## src/rtl/count_ring_sequencer_if.sv

```systemverilog
// Counter-sample interface between the upstream up-counter side and count_ring_sequencer.
// The master drives samples and err_clr; the slave returns the ring phase and error status.
interface count_ring_sequencer_if #(
  parameter int unsigned CNT_W    = 4,
  parameter int unsigned RING_W   = 4,
  parameter int unsigned ERRCNT_W = 8
) ();
  logic [CNT_W-1:0]          count_in;
  logic                      count_valid;
  logic                      err_clr;
  logic [RING_W-1:0]         ring_out;
  logic [$clog2(RING_W)-1:0] phase_idx;
  logic                      wrap_pulse;
  logic                      seq_err;
  logic                      sticky_err;
  logic [ERRCNT_W-1:0]       err_count;
  logic                      in_sync;

  modport master (
    output count_in, count_valid, err_clr,
    input  ring_out, phase_idx, wrap_pulse, seq_err, sticky_err, err_count, in_sync
  );

  modport slave (
    input  count_in, count_valid, err_clr,
    output ring_out, phase_idx, wrap_pulse, seq_err, sticky_err, err_count, in_sync
  );
endinterface

```

## src/rtl/count_ring_sequencer.sv

```systemverilog
// Tracks an up-counter stream, advances a one-hot ring on each wrap, flags sequence errors.
// Optional macro RING_DIR_EN adds a ring_dir input selecting right rotation / decrementing phase.
module count_ring_sequencer #(
  parameter int unsigned CNT_W    = 4,
  parameter int unsigned RING_W   = 4,
  parameter int unsigned ERRCNT_W = 8
) (
  input logic clk,
  input logic reset,
`ifdef RING_DIR_EN
  input logic ring_dir,
`endif
  count_ring_sequencer_if.slave bus
);
  localparam int unsigned PhW = $clog2(RING_W);

  typedef enum logic [1:0] {StIdle, StTrack, StError} state_e;

  state_e              state_q;
  logic [CNT_W-1:0]    prev_q;
  logic [RING_W-1:0]   ring_q;
  logic [PhW-1:0]      phase_q;
  logic                wrap_q;
  logic                seq_err_q;
  logic                sticky_q;
  logic [ERRCNT_W-1:0] err_cnt_q;
  logic                in_sync_q;
  logic [1:0]          good_q;

  logic [CNT_W-1:0]    expected;
  logic                match;
  logic                wrap_det;
  logic                rot_right;
  logic [RING_W-1:0]   ring_next;
  logic [PhW-1:0]      phase_next;
  logic [ERRCNT_W-1:0] err_cnt_inc;

  always_comb begin
    expected = prev_q + CNT_W'(1);
    match    = (bus.count_in == expected);
    wrap_det = (prev_q == '1) && (bus.count_in == '0);
`ifdef RING_DIR_EN
    rot_right = ring_dir;
`else
    rot_right = 1'b0;
`endif
    if (rot_right) begin
      ring_next  = {ring_q[0], ring_q[RING_W-1:1]};
      phase_next = (phase_q == '0) ? PhW'(RING_W - 1) : phase_q - PhW'(1);
    end else begin
      ring_next  = {ring_q[RING_W-2:0], ring_q[RING_W-1]};
      phase_next = (phase_q == PhW'(RING_W - 1)) ? '0 : phase_q + PhW'(1);
    end
    // A mismatch in the same cycle as err_clr restarts the count at one.
    if (bus.err_clr)           err_cnt_inc = ERRCNT_W'(1);
    else if (err_cnt_q == '1)  err_cnt_inc = err_cnt_q;
    else                       err_cnt_inc = err_cnt_q + ERRCNT_W'(1);
  end

  always_ff @(posedge clk or negedge reset) begin
    if (!reset) begin
      state_q   <= StIdle;
      prev_q    <= '0;
      ring_q    <= RING_W'(1);
      phase_q   <= '0;
      wrap_q    <= 1'b0;
      seq_err_q <= 1'b0;
      sticky_q  <= 1'b0;
      err_cnt_q <= '0;
      in_sync_q <= 1'b0;
      good_q    <= '0;
    end else begin
      wrap_q    <= 1'b0;
      seq_err_q <= 1'b0;
      if (bus.err_clr) begin
        sticky_q  <= 1'b0;
        err_cnt_q <= '0;
      end
      if (bus.count_valid) begin
        prev_q <= bus.count_in;
        unique case (state_q)
          StIdle: begin
            state_q   <= StTrack;
            in_sync_q <= 1'b1;
          end
          StTrack: begin
            if (match) begin
              if (wrap_det) begin
                wrap_q  <= 1'b1;
                ring_q  <= ring_next;
                phase_q <= phase_next;
              end
            end else begin
              seq_err_q <= 1'b1;
              sticky_q  <= 1'b1;
              err_cnt_q <= err_cnt_inc;
              state_q   <= StError;
              in_sync_q <= 1'b0;
              good_q    <= '0;
            end
          end
          StError: begin
            // Two consecutive good samples resync; the second is never a wrap.
            if (match) begin
              if (good_q == 2'd1) begin
                state_q   <= StTrack;
                in_sync_q <= 1'b1;
                good_q    <= '0;
              end else begin
                good_q <= good_q + 2'd1;
              end
            end else begin
              seq_err_q <= 1'b1;
              sticky_q  <= 1'b1;
              err_cnt_q <= err_cnt_inc;
              good_q    <= '0;
            end
          end
          default: state_q <= StIdle;
        endcase
      end
    end
  end

  assign bus.ring_out   = ring_q;
  assign bus.phase_idx  = phase_q;
  assign bus.wrap_pulse = wrap_q;
  assign bus.seq_err    = seq_err_q;
  assign bus.sticky_err = sticky_q;
  assign bus.err_count  = err_cnt_q;
  assign bus.in_sync    = in_sync_q;
endmodule

```

## src/flat_wrapper.sv

```systemverilog
// flat-port wrapper written by rule: the top's interface ports become plain ports
module count_ring_sequencer_flat 
#(
  parameter int unsigned CNT_W    = 4,
  parameter int unsigned RING_W   = 4,
  parameter int unsigned ERRCNT_W = 8
)
  (clk, reset, bus_count_in, bus_count_valid, bus_err_clr, bus_ring_out, bus_phase_idx, bus_wrap_pulse, bus_seq_err, bus_sticky_err, bus_err_count, bus_in_sync);
  count_ring_sequencer_if #(.CNT_W(CNT_W), .RING_W(RING_W), .ERRCNT_W(ERRCNT_W)) bus_i ();
  input logic clk;
  input logic reset;
  input wire logic [$bits(bus_i.count_in)-1:0] bus_count_in;
  input wire logic [$bits(bus_i.count_valid)-1:0] bus_count_valid;
  input wire logic [$bits(bus_i.err_clr)-1:0] bus_err_clr;
  output wire logic [$bits(bus_i.ring_out)-1:0] bus_ring_out;
  output wire logic [$bits(bus_i.phase_idx)-1:0] bus_phase_idx;
  output wire logic [$bits(bus_i.wrap_pulse)-1:0] bus_wrap_pulse;
  output wire logic [$bits(bus_i.seq_err)-1:0] bus_seq_err;
  output wire logic [$bits(bus_i.sticky_err)-1:0] bus_sticky_err;
  output wire logic [$bits(bus_i.err_count)-1:0] bus_err_count;
  output wire logic [$bits(bus_i.in_sync)-1:0] bus_in_sync;
  assign bus_i.count_in = bus_count_in;
  assign bus_i.count_valid = bus_count_valid;
  assign bus_i.err_clr = bus_err_clr;
  assign bus_ring_out = bus_i.ring_out;
  assign bus_phase_idx = bus_i.phase_idx;
  assign bus_wrap_pulse = bus_i.wrap_pulse;
  assign bus_seq_err = bus_i.seq_err;
  assign bus_sticky_err = bus_i.sticky_err;
  assign bus_err_count = bus_i.err_count;
  assign bus_in_sync = bus_i.in_sync;
  count_ring_sequencer #(.CNT_W(CNT_W), .RING_W(RING_W), .ERRCNT_W(ERRCNT_W)) u_core (.clk(clk), .reset(reset), .bus(bus_i));
endmodule
```

## config.mk

```make
export PLATFORM = sky130hd
export DESIGN_NAME = count_ring_sequencer_flat
export DESIGN_NICKNAME = d
export VERILOG_FILES = /design/src/rtl/count_ring_sequencer_if.sv /design/src/rtl/count_ring_sequencer.sv /design/src/flat_wrapper.sv
export SDC_FILE = /design/constraint.sdc
export NUM_CORES = 1
export LEC_CHECK = 0
export CAP_MARGIN = 10
export CORE_MARGIN = 2
export CORE_UTILIZATION = 50
export DETAILED_ROUTE_END_ITERATION = 12
export PLACE_DENSITY = 0.74
export SLEW_MARGIN = 15
export SYNTH_ARGS = -nofsm -noshare
export SYNTH_HDL_FRONTEND = slang
export SYNTH_SLANG_ARGS = --single-unit
```

## constraint.sdc

```tcl
create_clock -name clk -period 3.1 [get_ports clk]
set_clock_uncertainty 0.05 [all_clocks]
set_input_delay 0.775 -clock clk [delete_from_list [all_inputs] [get_ports clk]]
set_output_delay 0.775 -clock clk [all_outputs]
set_load 0.02 [all_outputs]
```

==> results of run 1 <==
kinds of logic (layout without fill, tap and decap cells):
family / Yosys count / in the layout / share of synthesized area (%)
flops: 26 / 26 / 44.3
compound gates: 26 / 26 / 12.2
mux: 11 / 11 / 9.87
simple gates: 46 / 46 / 18.6
buf+inv: 13 / 40 / 4.94
xor+xnor: 7 / 7 / 4.17
fa+ha+maj: 7 / 7 / 5.96
worst min-delay path by stage:
| stage | start | to | slack, ns | cells past startpoint |
|---|---|---|---|---|
| after floorplan | u_core.good_q[1] | u_core.good_q[1] | 0.42 | 1 |
| after global placement | u_core.good_q[1] | u_core.good_q[1] | 0.44 | 1 |
| after detailed placement | u_core.good_q[1] | u_core.good_q[1] | 0.44 | 1 |
| after CTS | u_core.good_q[1] | u_core.good_q[1] | 0.48 | 1 |
| after global routing | u_core.bus.sticky_err | u_core.bus.sticky_err | 0.53 | 2 |
| final | u_core.good_q[1] | u_core.good_q[1] | 0.48 | 1 |
through the flow:
step	setup WS, ns	hold slack [ns]	power [W]	cells	utilization (%)
after floorplan	0.771	0.416	0.000721	136	-
after detailed placement	0.133	0.442	0.000861	190	63.3
final	0.487	0.478	0.00103	194	64.6
after global routing	0.379	0.528	0.00110	194	64.6
after global placement	0.189	0.436	0.000841	190	63.3
after CTS	0.489	0.478	0.00104	194	64.6
Yosys cell counts, types with 2 or more instances:
| cell | n | area, µm² |
|---|---|---|
| mux2_2 | 4 | 45.0 |
| xor2_1 | 2 | 17.5 |
| ha_1 | 7 | 87.6 |
| nand2b_1 | 3 | 18.8 |
| and3_1 | 3 | 18.8 |
| nor2_1 | 10 | 37.5 |
| dfrtp_1 | 25 | 626 |
| mux2_4 | 6 | 90.1 |
| o21ai_0 | 5 | 25.0 |
| nor3_1 | 6 | 30.0 |
| a21o_1 | 2 | 15.0 |
| inv_1 | 8 | 30.0 |
| or4_2 | 2 | 17.5 |
| nor4_2 | 2 | 25.0 |
| nand3_1 | 6 | 30.0 |
| a21oi_1 | 6 | 30.0 |
| or4b_1 | 2 | 20.0 |
| o31ai_1 | 3 | 22.5 |
| xnor2_1 | 5 | 43.8 |
| nand2_1 | 5 | 18.8 |
| buf_6 | 3 | 33.8 |
flip-flops by register name, indices dropped and copies added (netlist names):
register               flops
u_core.bus.err_count       8
u_core.bus.ring_out        4
u_core.prev_q              4
u_core.bus.phase_idx       2
u_core.good_q              2
u_core.state_q             2
u_core.bus.in_sync         1
u_core.bus.seq_err         1
u_core.bus.sticky_err      1
u_core.bus.wrap_pulse      1
area by class of cell:
type,count,area share (%)
multi-input combinational,97,42.0
sequential,26,36.3
timing repair buffer,28,15.9
tap,31,2.16
clock buffer,4,2.02
inverter,8,1.67
report_power, final:
group          total, W  switching, W  internal (W)
sequential     0.000433     0.0000442      0.000389
clock          0.000172      0.000100     0.0000718
combinational  0.000426      0.000242      0.000184
total           0.00103      0.000386      0.000645
worst max-delay path, cell delays in order:
cell and delay, ns:
clkdlybuf4s50_1 0.50, xor2_1 0.18, xnor2_1 0.13, nor4_4 0.35, and4_1 0.49, mux2_4 0.34
metal layers:
metal  vias up  track usage (%)  routed length (µm)
met3         4             2.90                  75
met2        18             29.4                1420
met4         0             6.98                  25
met5         -                0                   0
met1       555             24.6                1330
li1        550                -                   -
==> run metrics, run 1 <==
run status=finished, final reports clean; hold_buf cts=0; PD cells=574 nW/µm²; fill cell count=217; P&R area growth vs syn=22.2%; Async SR Flop Fraction=100%; H-tree lvl count=1; post-placement cell area=1760 µm²; first-pass iteration count of the detailed router=4; CP Launch Type=primary input; Worst-Skew Late Latency=0.32 ns; classification of the worst setup path=in2reg; DRT antenna net count=0; number of vias per cell=5.81; Least-Margin Pin Slew=0.465 ns; WL final=2850 µm; fin crit share=84.3%; Mapped Cells=roughly 140; Worst setup EP type=register; Yosys reg bits=26; clk root buf=clkbuf_4; R2R Path Start=u_core.prev_q[0]; Cell Rows=19; sequential area share after synthesis=44.3%; Tmin final=2.61 ns; Hold Violations, Final=0; Routed wire per std cell=roughly 15 µm; CP required=3.26 ns; fmax=383 MHz; CTS sink count=26; HP Class=reg2reg; first-pass GRT wire length=~4700 µm; Ant. Diodes=0; leakage power=0.759 nW; unrepaired setup endpoints after global routing=false; R2R depth=5; Nets=179; CORE AREA=roughly 2800 µm²; Mean Syn Cell Area=10.8 µm²; Worst-path clk slew=0.15 ns; Fin Setup TNS=0 ns; layout cells sized above 1=between 10% and 20%; most frequent cells in the layout=clkdlybuf4s50_1 (25), dfrtp_1 (25), nor2_1 (10), inv_1 (8), ha_1 (7); R2R setup slack=around 0.87 ns; Max Root-Sink Buffers=2; # IOs=26; initial antenna violation count=0; storage element area=around 650 µm²; Max-slew headroom=68.8%; Placer Congestion=0.767; number of global-route vias before repair=1,053; Syn. warnings=0; crit path max fanout=7; Inserted Clock Buffers=3; global-route usage over all layers=18.2%; Initial Util=52.9%; Setup crit start=bus_count_in[3]; Synth Flop Type=dfrtp_1; initial drt markers=18; RR Endpoint=u_core.bus.phase_idx[1]; post_cts resized=0; Mapped Nets=151; die area=3390 µm²; Peak VDD IR=0.470 mV; Post-synth EDFFs=0; Final Cell Area=about 1800 µm²; gr ovfl total=0; synthesized area=between 1000 and 1500 µm²; die height=roughly 58 µm; DP HPWL=about 2100 µm; Post-route DRC=0; multi-input logic area=754 µm²; endpoints failing setup=0; Yosys cell types=42; CTS tree=yes; largest net degree at the start of global routing=27; Worst Setup EP=u_core.bus.phase_idx[1]; Port Buffers=25; via count=1,127; crit path DAT=around 2.8 ns; Die Wd=58.2 µm; # Max-Cap Violations=0; Post-CTS Setup Inserts=0; Slew Viols, Final=0
(Power assumes the default switching activity.)
==> run 2: changes to the inputs <==
==> constraint.sdc (replaced) <==
create_clock -name clk -period 2.5 [get_ports clk]
set_clock_uncertainty 0.05 [all_clocks]
set_input_delay 0.625 -clock clk [delete_from_list [all_inputs] [get_ports clk]]
set_output_delay 0.625 -clock clk [all_outputs]
set_load 0.02 [all_outputs]
==> run 2 against run 1 <==
Compared with the run above:
- worst hold slack better by 0.017 ns
- global-route usage is 0.86 points higher
- core utilization is 3.2 points higher
- sequential cell count stayed put
- clock power is 22% higher
- critical path depth is 1 higher
- worst setup slack worse by 0.37 ns
==> run metrics, run 2 (synthesis results as in run 1) <==
Final Power=0.00133 W; Hold Crit Endpoint=u_core.good_q[1]; fill cell count=roughly 230; post_cts resized=0; Hold Violations, Final=0; run status=finished, final reports clean; gr ovfl total=0; leakage power=0.819 nW; Cell Rows=19; clk root buf=clkbuf_4; Switching Fraction=36.3%; Slew Viols, Final=0; crit path max fanout=8; worst hold start=u_core.good_q[1]; Initial Util=52.9%; P&R area growth vs syn=28.3%; # Max-Cap Violations=0; die height=slightly below 60 µm; P_sw=0.000482 W; DP Worst Slack=-0.252 ns; Internal Pwr Total=0.000846 W; Worst setup EP type=register; part of the power in the clock network=15.8%; CP required=2.68 ns; Nets=between 150 and 200; number of global-route vias before repair=1,130; CTS tree=yes; Max Root-Sink Buffers=2; WL final=2900 µm; initial drt markers=23; Peak VDD IR=0.608 mV; DRT antenna net count=0; classification of the worst setup path=in2reg; hold_buf cts=0; R2R setup slack=between 0.3 and 0.4 ns; final worst slack=between 0.1 and 0.15 ns; Post-CTS Setup Inserts=0; unrepaired setup endpoints after global routing=false; number of vias per cell=5.67; die area=3390 µm²; CORE AREA=~2800 µm²; first-pass iteration count of the detailed router=4; endpoints failing setup=0; global-route usage over all layers=19.0%; Layout Utilization=67.8%; layout cells sized above 1=22.3%; Inserted Clock Buffers=3; Worst-path clk slew=roughly 0.14 ns; hold depth=1; number of flip-flops in the largest register=8; # IOs=26; Placer Congestion=0.830; Die Wd=between 50 and 60 µm; most frequent cells in the layout=clkdlybuf4s50_1 (25), dfrtp_1 (25), buf_4 (14), nor2_1 (10), inv_1 (8); Worst-Skew Late Latency=0.31 ns; Max-slew headroom=73.2%; Ant. Diodes=0; RR Endpoint=u_core.bus.err_count[6]; Port Buffers=25; Seq pwr share=40.3%; R2R depth=6; HP Class=reg2reg; crit path DAT=roughly 2.6 ns; H-tree lvl count=1; CTS sink count=26; Post-route DRC=0; via count=1,168; Least-Margin Pin Slew=0.398 ns; DP HPWL=2190 µm; CP Launch Type=primary input; PD cells=703 nW/µm²; logic gate share of total power=a little over two fifths; largest net degree at the start of global routing=27; fmax=around 420 MHz; initial antenna violation count=0; R2R Path Start=u_core.prev_q[0]; Routed wire per std cell=14.1 µm; Tmin final=around 2.4 ns; fin crit share=95.5%; first-pass GRT wire length=between 5000 and 6000 µm
[run 2: area by class of cell]
type,count,area [µm²],share of cell area [%]
inverters,8,30.0,1.59
well taps,31,38.8,2.06
repair buffers,40,375,19.9
clock buffers,4,36.3,1.92
flip-flops and latches,26,652,34.5
multi-input cells,97,754,40.0
[run 2: worst max-delay path, cell delays in order]
cell             delay (ns)
clkdlybuf4s50_1        0.51
xor2_1                 0.18
xnor2_1                0.19
nor4_4                 0.09
buf_4                  0.17
or4b_1                 0.51
a221oi_1               0.28
[run 2: worst max path at each step]
stage | startpoint | endpoint | slack [ns] | cells past startpoint
after detailed placement | bus_count_in[3] | u_core.bus.err_count[6] | -0.25 | 7
after floorplan | bus_count_in[3] | u_core.bus.phase_idx[0] | 0.32 | 6
final | bus_count_in[3] | u_core.bus.err_count[6] | 0.11 | 7
after global routing | bus_count_in[3] | u_core.bus.err_count[7] | 0.07 | 7
after global placement | bus_count_in[3] | u_core.bus.err_count[6] | -0.17 | 7
after CTS | bus_count_in[3] | u_core.bus.err_count[6] | 0.12 | 7
[run 2: metal layers]
| metal | track usage [%] | wire length, µm | vias up |
|---|---|---|---|
| met1 | 25.9 | 1320 | 574 |
| li1 | - | - | 570 |
| met4 | 4.65 | 29 | 0 |
| met2 | 31.7 | 1460 | 20 |
| met3 | 3.35 | 97 | 4 |
| met5 | 0 | 0 | - |
[run 2: stage by stage]
stage | instances | cell area [µm²] | hold WS, ns | setup TNS, ns
after floorplan | 136 | 1470 | 0.279 | 0
after global placement | 202 | 1850 | 0.433 | -1.40
after detailed placement | 202 | 1850 | 0.466 | -2.20
after CTS | 206 | 1890 | 0.494 | 0
after global routing | 206 | 1890 | 0.535 | 0
final | 206 | 1890 | 0.496 | 0
[run 2: power groups by stage]
stage	Clock, W	Sequential (W)	Combinational, W
floorplan	0	0.000572	0.000321
global placement	0	0.000540	0.000562
detailed placement	0	0.000544	0.000580
CTS	0.000219	0.000535	0.000585
global route	0.000238	0.000545	0.000652
finish	0.000209	0.000534	0.000584
